==> src/rtl/nrf_spi_arbiter.sv <==
// nrf_spi_arbiter: round-robin arbiter sharing one SPI master between two requesters.
// Owns chip-select timing (setup, hold, minimum high time) around each transaction.
// Optional idle-grant watchdog enabled by defining macro NRF_ARB_TIMEOUT_EN.
module nrf_spi_arbiter #(
    parameter int unsigned CS_SETUP_CYCLES = 2,
    parameter int unsigned CS_HOLD_CYCLES  = 2,
    parameter int unsigned CSN_HIGH_CYCLES = 4,
    parameter int unsigned TIMEOUT_CYCLES  = 1024
) (
    input  logic       i_Clk,
    input  logic       i_Rst_n,
    input  logic       i_Req_0,
    input  logic       i_TX_DV_0,
    input  logic [7:0] i_TX_Byte_0,
    input  logic       i_Last_0,
    input  logic       i_Req_1,
    input  logic       i_TX_DV_1,
    input  logic [7:0] i_TX_Byte_1,
    input  logic       i_Last_1,
    output logic       o_Gnt_0,
    output logic       o_TX_Ready_0,
    output logic       o_RX_DV_0,
    output logic       o_Gnt_1,
    output logic       o_TX_Ready_1,
    output logic       o_RX_DV_1,
    output logic [7:0] o_RX_Byte,
    output logic       o_TX_DV,
    output logic [7:0] o_TX_Byte,
    input  logic       i_TX_Ready,
    input  logic       i_RX_DV,
    input  logic [7:0] i_RX_Byte,
    output logic       o_SPI_Csn,
    output logic       o_Busy,
    output logic       o_Timeout
);

    localparam int unsigned PHASE_W = 8;
    localparam int unsigned WD_W    = 16;
    localparam int unsigned BYTE_W  = 8;

    localparam logic [2:0] ST_IDLE     = 3'd0;
    localparam logic [2:0] ST_CS_SETUP = 3'd1;
    localparam logic [2:0] ST_GRANTED  = 3'd2;
    localparam logic [2:0] ST_XFER     = 3'd3;
    localparam logic [2:0] ST_CS_HOLD  = 3'd4;
    localparam logic [2:0] ST_CS_HIGH  = 3'd5;

    // Phase counters load N-1 on entry so each phase lasts exactly N clocks.
    localparam logic [PHASE_W-1:0] SETUP_LOAD = PHASE_W'(CS_SETUP_CYCLES - 1);
    localparam logic [PHASE_W-1:0] HOLD_LOAD  = PHASE_W'(CS_HOLD_CYCLES - 1);
    localparam logic [PHASE_W-1:0] HIGH_LOAD  = PHASE_W'(CSN_HIGH_CYCLES - 1);

    logic [2:0]         state_q, state_d;
    logic [PHASE_W-1:0] phase_q, phase_d;
    logic [1:0]         gnt_q, gnt_d;
    logic [1:0]         pend_q, pend_d;
    logic               last_q, last_d;
    logic               owner_q, owner_d;
    logic               tx_last_q, tx_last_d;
    logic               tx_dv_q, tx_dv_d;
    logic [BYTE_W-1:0]  tx_byte_q, tx_byte_d;
    logic [1:0]         rx_dv_q, rx_dv_d;
    logic [BYTE_W-1:0]  rx_byte_q, rx_byte_d;
    logic               csn_q, csn_d;
    logic               busy_q, busy_d;

`ifdef NRF_ARB_TIMEOUT_EN
    localparam logic [WD_W-1:0] WD_LIMIT = WD_W'(TIMEOUT_CYCLES - 1);
    logic [WD_W-1:0] wd_q, wd_d;
    logic            timeout_q, timeout_d;
`else
    logic unused_cfg;
    assign unused_cfg = ^WD_W'(TIMEOUT_CYCLES);
`endif

    logic [1:0]        req_eff;
    logic              winner;
    logic              tx_ready_c;
    logic              sel_dv;
    logic [BYTE_W-1:0] sel_byte;
    logic              sel_last;
    logic              accept;

    // Request view, round-robin winner and granted-requester byte mux.
    always_comb begin
        req_eff  = {i_Req_1, i_Req_0} | pend_q;
        winner   = (req_eff == 2'b11) ? ~last_q : req_eff[1];
        tx_ready_c = (state_q == ST_GRANTED) && i_TX_Ready;
        sel_dv   = owner_q ? i_TX_DV_1   : i_TX_DV_0;
        sel_byte = owner_q ? i_TX_Byte_1 : i_TX_Byte_0;
        sel_last = owner_q ? i_Last_1    : i_Last_0;
        accept   = tx_ready_c && sel_dv;
    end

    // Next-state and next-output logic.
    always_comb begin
        state_d   = state_q;
        phase_d   = phase_q;
        gnt_d     = gnt_q;
        pend_d    = pend_q;
        last_d    = last_q;
        owner_d   = owner_q;
        tx_last_d = tx_last_q;
        tx_dv_d   = 1'b0;
        tx_byte_d = tx_byte_q;
        rx_dv_d   = 2'b00;
        rx_byte_d = rx_byte_q;
`ifdef NRF_ARB_TIMEOUT_EN
        wd_d      = wd_q;
        timeout_d = 1'b0;
`endif

        // Remember requests seen while the bus is busy so short pulses are not lost.
        if (state_q == ST_CS_HIGH) begin
            pend_d = pend_q | {i_Req_1, i_Req_0};
        end else if (state_q != ST_IDLE) begin
            if (owner_q) pend_d[0] = pend_q[0] | i_Req_0;
            else         pend_d[1] = pend_q[1] | i_Req_1;
        end

        case (state_q)
            ST_IDLE: begin
                if (|req_eff) begin
                    state_d = ST_CS_SETUP;
                    phase_d = SETUP_LOAD;
                    owner_d = winner;
                    gnt_d   = winner ? 2'b10 : 2'b01;
                    pend_d  = winner ? {1'b0, pend_q[0]} : {pend_q[1], 1'b0};
                end
            end
            ST_CS_SETUP: begin
                if (phase_q == '0) begin
                    state_d = ST_GRANTED;
`ifdef NRF_ARB_TIMEOUT_EN
                    wd_d    = '0;
`endif
                end else begin
                    phase_d = phase_q - 8'd1;
                end
            end
            ST_GRANTED: begin
                if (accept) begin
                    tx_dv_d   = 1'b1;
                    tx_byte_d = sel_byte;
                    tx_last_d = sel_last;
                    state_d   = ST_XFER;
                end
`ifdef NRF_ARB_TIMEOUT_EN
                else if (wd_q == WD_LIMIT) begin
                    timeout_d = 1'b1;
                    state_d   = ST_CS_HOLD;
                    phase_d   = HOLD_LOAD;
                end else begin
                    wd_d = wd_q + 16'd1;
                end
`endif
            end
            ST_XFER: begin
                if (i_RX_DV) begin
                    rx_byte_d = i_RX_Byte;
                    rx_dv_d   = gnt_q;
                    if (tx_last_q) begin
                        state_d = ST_CS_HOLD;
                        phase_d = HOLD_LOAD;
                    end else begin
                        state_d = ST_GRANTED;
`ifdef NRF_ARB_TIMEOUT_EN
                        wd_d    = '0;
`endif
                    end
                end
            end
            ST_CS_HOLD: begin
                if (phase_q == '0) begin
                    state_d = ST_CS_HIGH;
                    phase_d = HIGH_LOAD;
                    gnt_d   = 2'b00;
                    last_d  = owner_q;
                end else begin
                    phase_d = phase_q - 8'd1;
                end
            end
            ST_CS_HIGH: begin
                if (phase_q == '0) state_d = ST_IDLE;
                else               phase_d = phase_q - 8'd1;
            end
            default: state_d = ST_IDLE;
        endcase

        csn_d  = !((state_d == ST_CS_SETUP) || (state_d == ST_GRANTED) ||
                   (state_d == ST_XFER)     || (state_d == ST_CS_HOLD));
        busy_d = (state_d != ST_IDLE);
    end

    // State and registered outputs.
    always_ff @(posedge i_Clk or negedge i_Rst_n) begin
        if (!i_Rst_n) begin
            state_q   <= ST_IDLE;
            phase_q   <= '0;
            gnt_q     <= 2'b00;
            pend_q    <= 2'b00;
            last_q    <= 1'b1;
            owner_q   <= 1'b0;
            tx_last_q <= 1'b0;
            tx_dv_q   <= 1'b0;
            tx_byte_q <= '0;
            rx_dv_q   <= 2'b00;
            rx_byte_q <= '0;
            csn_q     <= 1'b1;
            busy_q    <= 1'b0;
`ifdef NRF_ARB_TIMEOUT_EN
            wd_q      <= '0;
            timeout_q <= 1'b0;
`endif
        end else begin
            state_q   <= state_d;
            phase_q   <= phase_d;
            gnt_q     <= gnt_d;
            pend_q    <= pend_d;
            last_q    <= last_d;
            owner_q   <= owner_d;
            tx_last_q <= tx_last_d;
            tx_dv_q   <= tx_dv_d;
            tx_byte_q <= tx_byte_d;
            rx_dv_q   <= rx_dv_d;
            rx_byte_q <= rx_byte_d;
            csn_q     <= csn_d;
            busy_q    <= busy_d;
`ifdef NRF_ARB_TIMEOUT_EN
            wd_q      <= wd_d;
            timeout_q <= timeout_d;
`endif
        end
    end

    assign o_Gnt_0      = gnt_q[0];
    assign o_Gnt_1      = gnt_q[1];
    // Ready follows the SPI master combinationally so a strobe is never offered against a busy master.
    assign o_TX_Ready_0 = tx_ready_c && gnt_q[0];
    assign o_TX_Ready_1 = tx_ready_c && gnt_q[1];
    assign o_RX_DV_0    = rx_dv_q[0];
    assign o_RX_DV_1    = rx_dv_q[1];
    assign o_RX_Byte    = rx_byte_q;
    assign o_TX_DV      = tx_dv_q;
    assign o_TX_Byte    = tx_byte_q;
    assign o_SPI_Csn    = csn_q;
    assign o_Busy       = busy_q;
`ifdef NRF_ARB_TIMEOUT_EN
    assign o_Timeout    = timeout_q;
`else
    assign o_Timeout    = 1'b0;
`endif

endmodule

==> config.mk <==
export PLATFORM = sky130hd
export DESIGN_NAME = nrf_spi_arbiter
export DESIGN_NICKNAME = d
export VERILOG_FILES = /design/src/rtl/nrf_spi_arbiter.sv
export SDC_FILE = /design/constraint.sdc
export NUM_CORES = 1
export LEC_CHECK = 0
export BUFFER_PORTS_ARGS = -buffer_cell sky130_fd_sc_hd__buf_4
export CAP_MARGIN = 20
export CELL_PAD_IN_SITES_DETAIL_PLACEMENT = 2
export CELL_PAD_IN_SITES_GLOBAL_PLACEMENT = 2
export CORE_MARGIN = 10
export CORE_UTILIZATION = 28
export CTS_CLUSTER_DIAMETER = 150
export DETAILED_ROUTE_END_ITERATION = 7
export GPL_ROUTABILITY_DRIVEN = 0
export PLACE_DENSITY_LB_ADDON = 0.1
export REMOVE_ABC_BUFFERS = 1
export SLEW_MARGIN = 20
export SYNTH_ARGS = -nofsm -noshare
export SYNTH_HDL_FRONTEND = slang
export SYNTH_SLANG_ARGS = --single-unit
==> constraint.sdc <==
create_clock -name i_Clk -period 1.5 [get_ports i_Clk]
set_input_delay 0.15 -clock i_Clk [delete_from_list [all_inputs] [get_ports i_Clk]]
set_output_delay 0.15 -clock i_Clk [all_outputs]
set_load 0.1 [all_outputs]
==> flow_metrics.py, run 1 <==
metrics = {
    "drt": {
        "ant_nets": 0,
        "drt_iter0_drc": 36,
        "drc": 0,
        "detail_route.wl_per_cell_um": 19.0,
        "vias": 1849,
        "firstDrtPassIters": 3,
        "wl_um": 7340,
        "drt-vias-per-instance": 4.79,
    },
    "timing": {
        "fin_crit_ps": 1700,
        "rsz0062_at_grt": "yes",
        "worst_slew_pin_slew_ps": 537,
        "hold_viol": 0,
        "maxSlewViolCount": 0,
        "fin_ws_ps": -198,
        "fmax_ghz": 0.589,
        "finalCritPeriodShare_pct": 113,
        "holdWs_ps": 77.3,
        "skew_ps": 10.6,
        "tns_ps": -1430,
        "setup_violations": 18,
        "slew_headroom_pct": 64.2,
    },
    "yosys": {
        "syn_area_um2": 1970,
        "synth_cell_types": 52,
        "synth_edf_count": 0,
        "synth_top_cell_area_share_pct": 46.9,
        "synth_flop_cell": "dfrtp_1",
        "ys_ff_latch": 39,
        "synth_area_leaders": "dfrtp_1, mux2i_1, mux2_2, nor2_1, a21oi_1",
        "yosysTopAreaCell": "dfrtp_1",
        "syn_inst": 182,
        "async_flop_share_pct": 100,
        "yosysWarnings": 0,
        "synth_area_per_cell_um2": 10.8,
        "ys_seq_area_share_pct": 49.6,
    },
    "finish": {
        "syn2layout_area_growth_pct": 65.6,
        "regArea_um2": 981,
        "final_cell_mix": "buf_4, dfrtp_1, nor2_1, mux2i_1, a21oi_1",
        "drive_gt1_share_pct": 59.3,
        "nFillCells": 734,
        "final_nets": 324,
        "multi_input_comb_area_um2": 1100,
        "n_antenna_cell": 0,
        "final_common_cell": "buf_4",
    },
    "clock_network": {
        "cts_root_buf": "clkbuf_8",
        "cts_sinks": 39,
        "cts_tree": "built",
        "htree_levels": 2,
        "insertion_delay_ps": 300,
        "clockBufferDepth": 2,
        "cts.clk_slew.worst_paths_ps": 90,
        "cts_buffers": 5,
    },
    "job": {
        "maxCapViolations": 0,
    },
    "placement": {
        "dp_hpwl_um": 4720,
        "port_buffers": 58,
    },
    "worst_hold_path": {
        "hold_class": "input pin to register",
        "worstHoldStart": "i_RX_Byte[5]",
        "hold_end": "o_RX_Byte[5]$_DFFE_PN0P_",
        "min_delay_path_depth": 2,
    },
    "setup_path": {
        "r2r_cells": 5,
        "start_kind": "register",
        "critPathKind": "register to register",
        "end_kind": "register",
        "reg2reg_from": "state_q[2]$_DFF_PN0_",
        "crit_path_max_fanout": 6,
        "rr_endpoint": "phase_q[5]$_DFFE_PN0P_",
        "required_ps": 1680,
        "r2r_slack_ps": -200,
        "arrival_ps": 1880,
    },
    "floorplan": {
        "boundaryPins": 60,
        "die_height_um": 104,
        "core_um2": 6830,
        "start_util_pct": 28.9,
        "fp.dieW_um": 104,
        "dieArea_um2": 10800,
        "row_count": 30,
    },
    "run_status": {
        "run_status": "finished with violations",
        "violations": "negative setup slack",
    },
    "grt": {
        "overflow": 0,
        "grt_usage_pct": 13.3,
        "grt_antenna_before_repair": 0,
        "grt_pass1_vias": 2166,
        "grt_first_pass_wirelength_um": 11700,
        "grt_max_degree": 40,
    },
}
sequential cells by signal, indices dropped and copies added, names as in the netlist, 2 cells and up:
signal     count
o_TX_Byte      8
gnt_q          2
pend_q         2
rx_dv_q        2
o_RX_Byte      8
state_q        3
phase_q        8
cell usage after synthesis (2+ instances only):
cell / count
dfrtp_1: 37
nor2_1: 20
a21oi_1: 12
mux2i_1: 11
o21ai_0: 9
inv_1: 8
mux2_2: 8
nand2_1: 8
a31oi_1: 5
nor3_1: 5
a22o_1: 3
buf_2: 3
buf_4: 3
nand2b_1: 3
a211o_1: 2
buf_6: 2
dfstp_2: 2
nand3_2: 2
nor2b_1: 2
nor3b_1: 2
nor4_1: 2
o22ai_1: 2
xor2_1: 2
area by class of cell:
class	count	area share (%)
inverter	8	0.919
clock inverter	2	1.84
multi-input combinational	126	33.8
timing repair buffer	109	27.6
sequential	39	30.0
clock buffer	6	2.22
tap	96	3.68
metrics by stage:
stage / util (%) / cells / setup slack [ps] / instance area [µm²]
after global routing: 47.8 / 386 / -243 / 3270
after floorplan: - / 173 / -1850 / 1910
after detailed placement: 40.6 / 365 / -254 / 2770
final: 47.8 / 386 / -198 / 3270
after CTS: 46.2 / 384 / -126 / 3150
after global placement: 40.6 / 365 / -160 / 2770
repair_timing:
item	CTS	global route
endpoints found under the hold margin	37	0
setup buffers	12	3
endpoints found under the setup margin	27	27
pin swaps	19	11
hold buffers	1	0
gates resized for setup	43	27
worst max-delay path, cell delays in order, from the launching register on:
cell and delay [ps]:
dfrtp_2 450, nand4b_1 240, a22oi_2 300, o21ai_4 140
buf_6 150, a221o_1 290
cells by family (layout without fill, tap and decap cells):
group | Yosys count | after routing | share of synthesized area [%]
mux | 20 | 20 | 10.9
other cells | 1 | 1 | 0.190
compound gates | 46 | 46 | 15.9
xor+xnor | 2 | 2 | 0.888
fa+ha+maj | 1 | 1 | 0.634
simple gates | 56 | 56 | 16.9
buf+inv | 17 | 125 | 4.95
flops | 39 | 39 | 49.6
layer usage:
layer | part of all wire (%) | global-route usage (%) | vias up
met2 | 52 | 23.3 | 43
met4 | 1.2 | 3.48 | 0
met5 | 0 | 0 | -
met1 | 42 | 15.1 | 934
met3 | 4.6 | 4.03 | 6
li1 | - | - | 866
worst max-delay path by stage:
stage	from	end
floorplan	gnt_q[0]$_DFFE_PN0P_	o_TX_Ready_0
global placement	phase_q[1]$_DFFE_PN0P_	phase_q[6]$_DFFE_PN0P_
detailed placement	phase_q[1]$_DFFE_PN0P_	phase_q[6]$_DFFE_PN0P_
CTS	phase_q[1]$_DFFE_PN0P_	phase_q[6]$_DFFE_PN0P_
global route	state_q[2]$_DFF_PN0_	phase_q[5]$_DFFE_PN0P_
finish	state_q[2]$_DFF_PN0_	phase_q[5]$_DFFE_PN0P_
Power of run 1 is not shown: default switching activity piles up to over one toggle a cycle in this logic, so the estimate is an artifact.
==> run 2: changes to the inputs <==
--- a/config.mk
+++ b/config.mk
@@ -5,12 +5,13 @@
 export SDC_FILE = /design/constraint.sdc
 export NUM_CORES = 1
 export LEC_CHECK = 0
+export ABC_AREA = 1
 export BUFFER_PORTS_ARGS = -buffer_cell sky130_fd_sc_hd__buf_4
 export CAP_MARGIN = 20
 export CELL_PAD_IN_SITES_DETAIL_PLACEMENT = 2
 export CELL_PAD_IN_SITES_GLOBAL_PLACEMENT = 2
 export CORE_MARGIN = 10
-export CORE_UTILIZATION = 28
+export CORE_UTILIZATION = 31
 export CTS_CLUSTER_DIAMETER = 150
 export DETAILED_ROUTE_END_ITERATION = 7
 export GPL_ROUTABILITY_DRIVEN = 0
==> constraint.sdc (replaced) <==
create_clock -name i_Clk -period 2.1 [get_ports i_Clk]
set_input_delay 0.21 -clock i_Clk [delete_from_list [all_inputs] [get_ports i_Clk]]
set_output_delay 0.21 -clock i_Clk [all_outputs]
set_load 0.1 [all_outputs]
==> run 2 against run 1 <==
- the run now ends clean
- global-route usage is 0.059 points higher
- sequential cell count stayed put
- hold slack better by 45 ps
- utilization is 6.0 points lower
- wire length is 13% lower
- register-to-register slack better by 590 ps
- die area is 5.9% lower
- sequential share of layout area is 6.8 points higher
- non-clock buffer count is 48 lower
- highest routed layer unchanged
==> flow_metrics.py, run 2 <==
metrics = {
    "yosys": {
        "synth_cell_types": 34,
        "syn_area_um2": 2020,
        "yosysTopAreaCell": "dfrtp_1",
        "yosys-top-cells-count": "nand2_1, dfrtp_1, nor2_1",
        "synth_flop_cell": "dfrtp_1",
        "synth_area_per_cell_um2": 8.30,
        "synth_top_cell_area_share_pct": 45.7,
        "ys_ff_latch": 39,
        "synth_edf_count": 0,
        "async_flop_share_pct": 100,
        "yosys.cell_count.top_type": "nand2_1",
        "synth_area_leaders": "dfrtp_1, nand2_1, nor2_1, inv_1, mux2_1",
        "yosysWarnings": 0,
        "ys_seq_area_share_pct": 48.3,
        "syn_inst": 244,
    },
    "timing": {
        "worst_slew_pin_slew_ps": 530,
        "slew_headroom_pct": 64.7,
        "fmax_ghz": 0.534,
        "rsz0062_at_grt": "no",
        "maxSlewViolCount": 0,
        "fin_ws_ps": 227,
        "fin_crit_ps": 1870,
        "finalCritPeriodShare_pct": 89.2,
        "hold_viol": 0,
        "skew_ps": 5.48,
        "setup_violations": 0,
    },
    "floorplan": {
        "boundaryPins": 60,
        "core_um2": 6350,
        "row_count": 29,
        "fp.dieW_um": 101,
        "start_util_pct": 31.9,
        "die_height_um": 101,
        "dieArea_um2": 10200,
    },
    "clock_network": {
        "cts_sinks": 39,
        "clockBufferDepth": 2,
        "cts.clk_slew.worst_paths_ps": 80,
        "cts_buffers": 5,
        "htree_levels": 2,
        "cts_root_buf": "clkbuf_8",
        "insertion_delay_ps": 290,
        "cts_tree": "built",
        "cts_setup_buffers": 0,
    },
    "drt": {
        "drt-vias-per-instance": 4.81,
        "vias": 1848,
        "firstDrtPassIters": 4,
        "detail_route.wl_per_cell_um": 16.7,
        "drt_iter0_drc": 26,
        "wl_um": 6410,
        "drc": 0,
        "ant_nets": 0,
    },
    "pwr": {
        "power_per_cell_area_nw_per_um2": 563,
        "p_comb_share_pct": 5.2,
        "leakage_nw": 1.40,
        "internal_power_mw": 1.18,
        "p_seq_share_pct": 50.2,
        "vdd_drop_max_mv": 0.265,
        "switching_share_pct": 21.3,
        "p_sw_mw": 0.319,
        "p_clk_share_pct": 44.6,
        "total_power_mw": 1.50,
    },
    "finish": {
        "nFillCells": 731,
        "final_cell_mix": "nand2_1, buf_4, dfrtp_1, nor2_1, inv_1",
        "final_area_um2": 2660,
        "n_antenna_cell": 0,
        "final_nets": 341,
        "final_cells": 384,
        "drive_gt1_share_pct": 28.7,
        "final_common_cell": "nand2_1",
        "syn2layout_area_growth_pct": 31.3,
    },
    "placement": {
        "preCtsSetupSlack_ps": 378,
        "port_buffers": 58,
        "dp_hpwl_um": 5110,
        "dp.cells": 375,
        "placed_area_um2": 2530,
    },
    "setup_path": {
        "required_ps": 1890,
        "critPathKind": "register to output pin",
        "r2r_slack_ps": 390,
        "crit_path_max_fanout": 8,
        "reg2reg_from": "phase_q[0]$_DFFE_PN0P_",
        "end_kind": "output pin",
        "crit_start": "state_q[2]$_DFF_PN0_",
        "start_kind": "register",
        "arrival_ps": 1660,
    },
    "grt": {
        "grt_antenna_before_repair": 0,
        "grt_pass1_vias": 2179,
        "grt_max_degree": 40,
        "grt_first_pass_wirelength_um": 10800,
        "grt_usage_pct": 13.3,
        "overflow": 0,
    },
    "job": {
        "maxCapViolations": 0,
    },
    "run_status": {
        "run_status": "completed",
    },
    "worst_hold_path": {
        "hold_class": "input pin to register",
        "worstHoldStart": "i_RX_Byte[1]",
    },
}
[run 2: changes by cell type in the layout (fill, tap and decap cells not counted), moves of 9 or more]
cell	change
inv_1	+21
buf_4	-36
nor2_1	+13
nand2_1	+61
mux2i_1	-11
nand3_1	+9
[run 2: cells by family after synthesis]
logic type,share of synthesized area (%)
AND/OR/NAND/NOR,28.2
adder cells (fa/ha/maj),0.618
other,0.185
flip-flops,48.3
multiplexers,4.45
AO/OA/AOI/OAI,10.0
XOR/XNOR,0.433
buffers and inverters,7.73
[run 2: worst paths after layout]
kind / cells past startpoint / to
max in group asynchronous: 2 / last_q$_DFFE_PN1P_
worst max-delay path: 6 / o_TX_Ready_1
worst max register to register: 9 / phase_q[1]$_DFFE_PN0P_
worst min register to register: 1 / o_RX_Byte[3]$_DFFE_PN0P_
worst min-delay path: 2 / o_RX_Byte[1]$_DFFE_PN0P_
min in group asynchronous: 2 / o_RX_Byte[7]$_DFFE_PN0P_
[run 2: critical path, cell delays in order (launching register included)]
cell and delay (ps):
dfrtp_1 490, inv_1 130, nand2_1 80, nor2_1 180
inv_1 80, nor2_1 100, buf_4 300
[run 2: what timing repair did]
item | 4_1_cts | 5_1_grt
endpoints found under the setup margin | 0 | 0
gates resized for setup | 0 | 0
hold buffers | 1 | 0
endpoints found under the hold margin | 37 | 0
[run 2: power groups by stage]
stage | logic [mW] | clock network [mW] | registers (mW)
finish | 0.0778 | 0.668 | 0.750
floorplan | 0.0129 | 0 | 0.765
detailed placement | 0.0788 | 0 | 0.765
global placement | 0.0769 | 0 | 0.765
CTS | 0.0806 | 0.691 | 0.750
global route | 0.0876 | 0.722 | 0.751
[run 2: through the flow]
step	hold WS, ps	util (%)	setup TNS [ps]
after floorplan	-85.6	-	-951
after global placement	231	39.8	0
after detailed placement	232	39.8	0
after CTS	113	41.9	0
after global routing	115	41.9	0
final	123	41.9	0
[run 2: final cells by class]
type                    instances  area, µm²  share of cell area [%]
clock inverters                 2       35.0                    1.32
inverters                      30        115                    4.33
multi-input cells             169        890                    33.5
flip-flops and latches         39        978                    36.8
clock buffers                   6       82.6                    3.11
repair buffers                 61        460                    17.3
well taps                      77       96.3                    3.63
[run 2: layer usage]
metal,vias to the layer above,global-route usage [%],wire length (µm)
met4,0,4.24,78
met1,901,15.0,2700
met3,5,5.90,524
li1,902,-,-
met2,40,22.0,3110
met5,-,0,0
No activity file was read; power rests on OpenSTA's default activity.
